<file path="src/rtl/updown_seq_ctrl.sv">
// Bounded up/down sequencer.
// A run bounces a counter between latched bounds lo and hi. It finishes after
// a programmed number of end-hits, or when aborted. All outputs are registered.
module updown_seq_ctrl #(
   parameter int WIDTH = 4
) (
   input  logic             clk,
   input  logic             reset,
   input  logic             start,
   input  logic             abort,
   input  logic             hold,
   input  logic             up_first,
   input  logic [WIDTH-1:0] lo,
   input  logic [WIDTH-1:0] hi,
   input  logic [3:0]       laps,
   output logic [WIDTH-1:0] dout,
   output logic             dir,
   output logic             busy,
   output logic             done,
   output logic             err
);

   typedef enum logic {IDLE = 1'b0, RUN = 1'b1} state_t;

   state_t           state, state_nxt;
   logic [WIDTH-1:0] lo_q, hi_q, lo_nxt, hi_nxt;
   logic [WIDTH-1:0] dout_nxt, end_val;
   logic [3:0]       laps_q, laps_nxt, rev_cnt, rev_nxt;
   logic             dir_nxt, busy_nxt, done_nxt, err_nxt;
   logic             last_lap;

   // Move one count in the given direction. Callers guarantee no wrap.
   function automatic logic [WIDTH-1:0] step_val(input logic [WIDTH-1:0] v,
                                                 input logic             up);
      step_val = up ? v + 1'b1 : v - 1'b1;
   endfunction

   // The value at which the current sweep turns round or finishes.
   always_comb begin
      end_val  = dir ? hi_q : lo_q;
      last_lap = (laps_q != 4'd0) && (rev_cnt == laps_q - 4'd1);
   end

   // Next-state and registered-output logic; priority abort > hold > end-hit/step.
   always_comb begin
      state_nxt = state;
      dout_nxt  = dout;
      dir_nxt   = dir;
      busy_nxt  = busy;
      done_nxt  = 1'b0;
      err_nxt   = 1'b0;
      lo_nxt    = lo_q;
      hi_nxt    = hi_q;
      laps_nxt  = laps_q;
      rev_nxt   = rev_cnt;
      case (state)
         IDLE: begin
            busy_nxt = 1'b0;
            if (start && !abort) begin
               if (lo <= hi) begin
                  state_nxt = RUN;
                  busy_nxt  = 1'b1;
                  lo_nxt    = lo;
                  hi_nxt    = hi;
                  laps_nxt  = laps;
                  rev_nxt   = 4'd0;
                  dir_nxt   = up_first;
                  dout_nxt  = up_first ? lo : hi;
               end else begin
                  // A held bad start alternates err so it is never high twice running.
                  err_nxt = !err;
               end
            end
         end
         RUN: begin
            if (abort) begin
               state_nxt = IDLE;
               busy_nxt  = 1'b0;
            end else if (!hold) begin
               if (dout == end_val) begin
                  if (last_lap) begin
                     state_nxt = IDLE;
                     busy_nxt  = 1'b0;
                     done_nxt  = 1'b1;
                  end else begin
                     // Reverse without dwelling at the end value; a
                     // degenerate range just stays put.
                     dir_nxt = !dir;
                     rev_nxt = rev_cnt + 4'd1;
                     if (lo_q != hi_q)
                        dout_nxt = step_val(dout, !dir);
                  end
               end else begin
                  dout_nxt = step_val(dout, dir);
               end
            end
         end
         default: begin
            state_nxt = IDLE;
            busy_nxt  = 1'b0;
         end
      endcase
   end

   // State and output registers with synchronous reset.
   always_ff @(posedge clk) begin
      if (reset) begin
         state   <= IDLE;
         dout    <= '0;
         dir     <= 1'b0;
         busy    <= 1'b0;
         done    <= 1'b0;
         err     <= 1'b0;
         rev_cnt <= 4'd0;
         lo_q    <= '0;
         hi_q    <= '0;
         laps_q  <= 4'd0;
      end else begin
         state   <= state_nxt;
         dout    <= dout_nxt;
         dir     <= dir_nxt;
         busy    <= busy_nxt;
         done    <= done_nxt;
         err     <= err_nxt;
         rev_cnt <= rev_nxt;
         lo_q    <= lo_nxt;
         hi_q    <= hi_nxt;
         laps_q  <= laps_nxt;
      end
   end

endmodule

</file>
<file path="config.mk">
export PLATFORM = sky130hd
export DESIGN_NAME = updown_seq_ctrl
export DESIGN_NICKNAME = d
export VERILOG_FILES = /design/src/rtl/updown_seq_ctrl.sv
export SDC_FILE = /design/constraint.sdc
export NUM_CORES = 1
export LEC_CHECK = 0
export ABC_CLOCK_PERIOD_IN_PS = 2800
export BUFFER_PORTS_ARGS = -buffer_cell sky130_fd_sc_hd__buf_4
export CORE_AREA = 2 2 57 59
export CTS_CLUSTER_DIAMETER = 60
export DETAILED_ROUTE_END_ITERATION = 7
export DIE_AREA = 0 0 59 61
export GPL_TIMING_DRIVEN = 0
export PLACE_DENSITY = 0.77
export SYNTH_ARGS = -nofsm -noshare
export SYNTH_HDL_FRONTEND = slang
export SYNTH_SLANG_ARGS = --single-unit
</file>
<file path="constraint.sdc">
create_clock -name clk -period 2.8 [get_ports clk]
set_clock_uncertainty 0.15 [all_clocks]
set_input_delay 0.56 -clock clk [delete_from_list [all_inputs] [get_ports clk]]
set_output_delay 0.56 -clock clk [all_outputs]
set_load 0.01 [all_outputs]
</file>
==> results.cfg <==
[outcome]
status = finished clean

[yosys]
yosys_most_used_dff = dfxtp_1
netlist.area_leader.share_pct = 31.1
syn_avg_cell_area_um2 = 8.46
synth_top_area_cell = dfxtp_1
yosysWarnings = 0
async_reset_ff_share_pct = 0
synthCells = 190
synth_cell_types = 46
yosysSeqAreaShare_pct = 31.1
syn_area_um2 = 1610
synth_edf_count = 0
syn_nets = 217
ys_seq_elements = 25
synth.area.top_cells = dfxtp_1 31%, ha_1 7.0%, nand2_1 7.0%

[power_and_ir_drop]
peakVddDrop_v = 0.000245
powerDensity_nw_per_um2 = 417
sw_frac_of_total_pct = 31.9
switchingPower_mw = 0.247
clkPwrFrac_pct = 21.6
cellLeakagePower_nw = 0.799
comb_power_share_pct = 28.3
total_power_mw = 0.775
intPower_mw = 0.528
seq_power_share_pct = 50.1

[cells_and_area]
utilization_pct = 63.0
final_cell_area_um2 = 1860
finalNetCount = 246
final_cells = 251
drive_above_1_share_pct = 18.8
fillers = 269
syn_to_final_growth_pct = 15.6
num_antenna_cells = 0

[worst_hold_path]
min_path_type = reg -> reg

[clocking]
clk_latency_ns = 0.33
cts_hold_buf = 0
cts_buffers = 3
cts_root_buf = clkbuf_4
post-cts-setup-buffers = 0
clock_sinks = 25
cts-resized-gates = 0
clk_pin_slew_ns = 0.15
clockBufferDepth = 2
cts_tree = yes
h-tree-depth = 1

[setup_path]
cp-startpoint = lo[1]
cp_num_buf_inv = 3
cp_data_required_time_ns = 2.91
reg2reg_depth = 7
r2r-start = dir$_SDFFE_PP0P_
endpoint_kind = flop
slowest_delay_ns = 0.56
arrival_ns = 2.68
worst_path_max_delay_cell = clkdlybuf4s50_2
worstSetupPathType = in -> reg
r2r-end = dout[3]$_SDFFE_PP0P_
critPathMaxFanout = 10
crit_chain = buf_4 > ha_1 > nor2b_1 > o21bai_1 > o2bb2ai_1 > and2_1 > clkdlybuf4s50_2 > buf_2 > nand2_1 > a21oi_1
worst_setup_path_start_kind = input port
crit_cells = 10
cp-endpoint = lo_q[1]$_SDFFE_PP0P_
cp_top_family = buffers and inverters
r2r_slack_ns = 0.29

[timing]
rsz0062_at_grt = no
post-route-period-util_pct = 91.7
fin_hold_ws_ns = 0.291
max_slew_margin_pct = 57.1
worst_slew_pin_slew_ns = 0.639
setup_tns_ns = 0
maxSlewViolCount = 0
fin_ws_ns = 0.232
fin_crit_ns = 2.57
hold_viol = 0
final-setup-viol-count = 0
fmax_mhz = 389

[grt]
grt_pass1_wl_mm = 6.11
grt_max_degree = 16
grt_overflow = 0
antenna_found_initial = 0
grt_pass1_vias = 1376
grtUsageTotal_pct = 22.2

[detailed_routing]
wl_met3_um = 236
wl_met1_mm = 1.57
dr_wl_met2_mm = 1.85
drt-pass1-iter-count = 4
highest_layer = met4
wl_mm = 3.69
drt_iter0_drc = 47
vias_per_cell = 5.86
wl_per_cell_um = 14.7
num_vias = 1470
antenna_left = 0
drc = 0

[die]
die_w_um = 59
dieArea_um2 = 3600
ios = 26
rows = 20
dieHeight_um = 61
start_util_pct = 54.4
core_area_um2 = 2950

[job]
max-cap-violations = 0

[placement]
dp_cells = 247
place_ws_ns = -0.109
hpwl_mm = 2.93
port_buffers = 24
placed_area_um2 = 1830
place_congestion = 0.845
==> power groups by stage <==
| stage | registers [mW] | logic, mW | clock network (mW) |
|---|---|---|---|
| after floorplan | 0.395 | 0.151 | 0 |
| after global placement | 0.395 | 0.208 | 0 |
| after detailed placement | 0.396 | 0.219 | 0 |
| after CTS | 0.388 | 0.220 | 0.172 |
| after global routing | 0.391 | 0.242 | 0.182 |
| final | 0.388 | 0.219 | 0.168 |
==> cells in the final DEF (no fill, tap or decap), types with 2 or more instances in the layout <==
master and n:
a21oi_1 19, a31oi_1 2, and3_1 3, buf_2 2, buf_4 24, buf_6 2, clkbuf_1 3, clkbuf_4 3
dfxtp_1 25, ha_1 9, inv_1 11, mux2i_1 9, nand2_1 30, nand3_1 3, nand4_1 2, nor2_1 8
nor2b_1 2, nor3_1 6, o211a_1 2, o211ai_1 3, o21a_1 2, o21ai_0 3, o41ai_1 2, or3_1 2
xnor2_1 10, xor2_1 8
==> cells by family (layout without fill, tap and decap cells) <==
family / Yosys count / count (layout) / synth area share, %
AO/OA/AOI/OAI: 42 / 42 / 17.4
XOR/XNOR: 19 / 19 / 11.2
multiplexers: 9 / 9 / 5.60
flip-flops: 25 / 25 / 31.1
AND/OR/NAND/NOR: 66 / 66 / 20.9
adder cells (fa/ha/maj): 9 / 9 / 7.00
buffers and inverters: 20 / 48 / 6.85
==> cells in the mapped netlist, drive strengths merged, types with 3 or more instances <==
library cell and number:
clkbuf 4, and3 4, mux2i 9, inv 11
nand3 4, o211ai 3, ha 9, o21ai 3
xor2 8, nor3 6, dfxtp 25, buf 4
a21oi 19, nor2 8, xnor2 10, nand2 30
==> routing by layer <==
layer	global-route usage, %	up-vias
met4	9.09	0
met2	38.7	58
met5	0	-
met1	28.4	680
met3	1.92	5
li1	-	727
==> worst min-delay path by stage <==
| stage | start | endpoint | slack [ns] | cells past startpoint |
|---|---|---|---|---|
| detailed placement | err$_SDFF_PP0_ | err$_SDFF_PP0_ | 0.27 | 1 |
| CTS | reset | dout[1]$_SDFFE_PP0P_ | 0.29 | 2 |
| global placement | err$_SDFF_PP0_ | err$_SDFF_PP0_ | 0.26 | 1 |
| finish | err$_SDFF_PP0_ | err$_SDFF_PP0_ | 0.29 | 1 |
| floorplan | laps_q[1]$_SDFFE_PP0P_ | laps_q[1]$_SDFFE_PP0P_ | 0.30 | 2 |
| global route | reset | dout[1]$_SDFFE_PP0P_ | 0.28 | 2 |
==> sequential cells by signal, indices dropped and copies added (netlist names) <==
| signal | count |
|---|---|
| err | 1 |
| state | 1 |
| dir | 1 |
| rev_cnt | 4 |
| dout | 4 |
| lo_q | 4 |
| hi_q | 4 |
| done | 1 |
| busy | 1 |
| laps_q | 4 |
==> layout make-up <==
| class | count | area, µm² | share of cell area [%] |
|---|---|---|---|
| clock inverters | 1 | 7.51 | 0.404 |
| repair buffers | 24 | 180 | 9.69 |
| well taps | 33 | 41.3 | 2.22 |
| clock buffers | 3 | 22.5 | 1.21 |
| plain buffers | 9 | 68.8 | 3.70 |
| flip-flops and latches | 25 | 500 | 26.9 |
| inverters | 11 | 41.3 | 2.22 |
| multi-input cells | 145 | 997 | 53.6 |
Power figures use the tool's default switching activity.
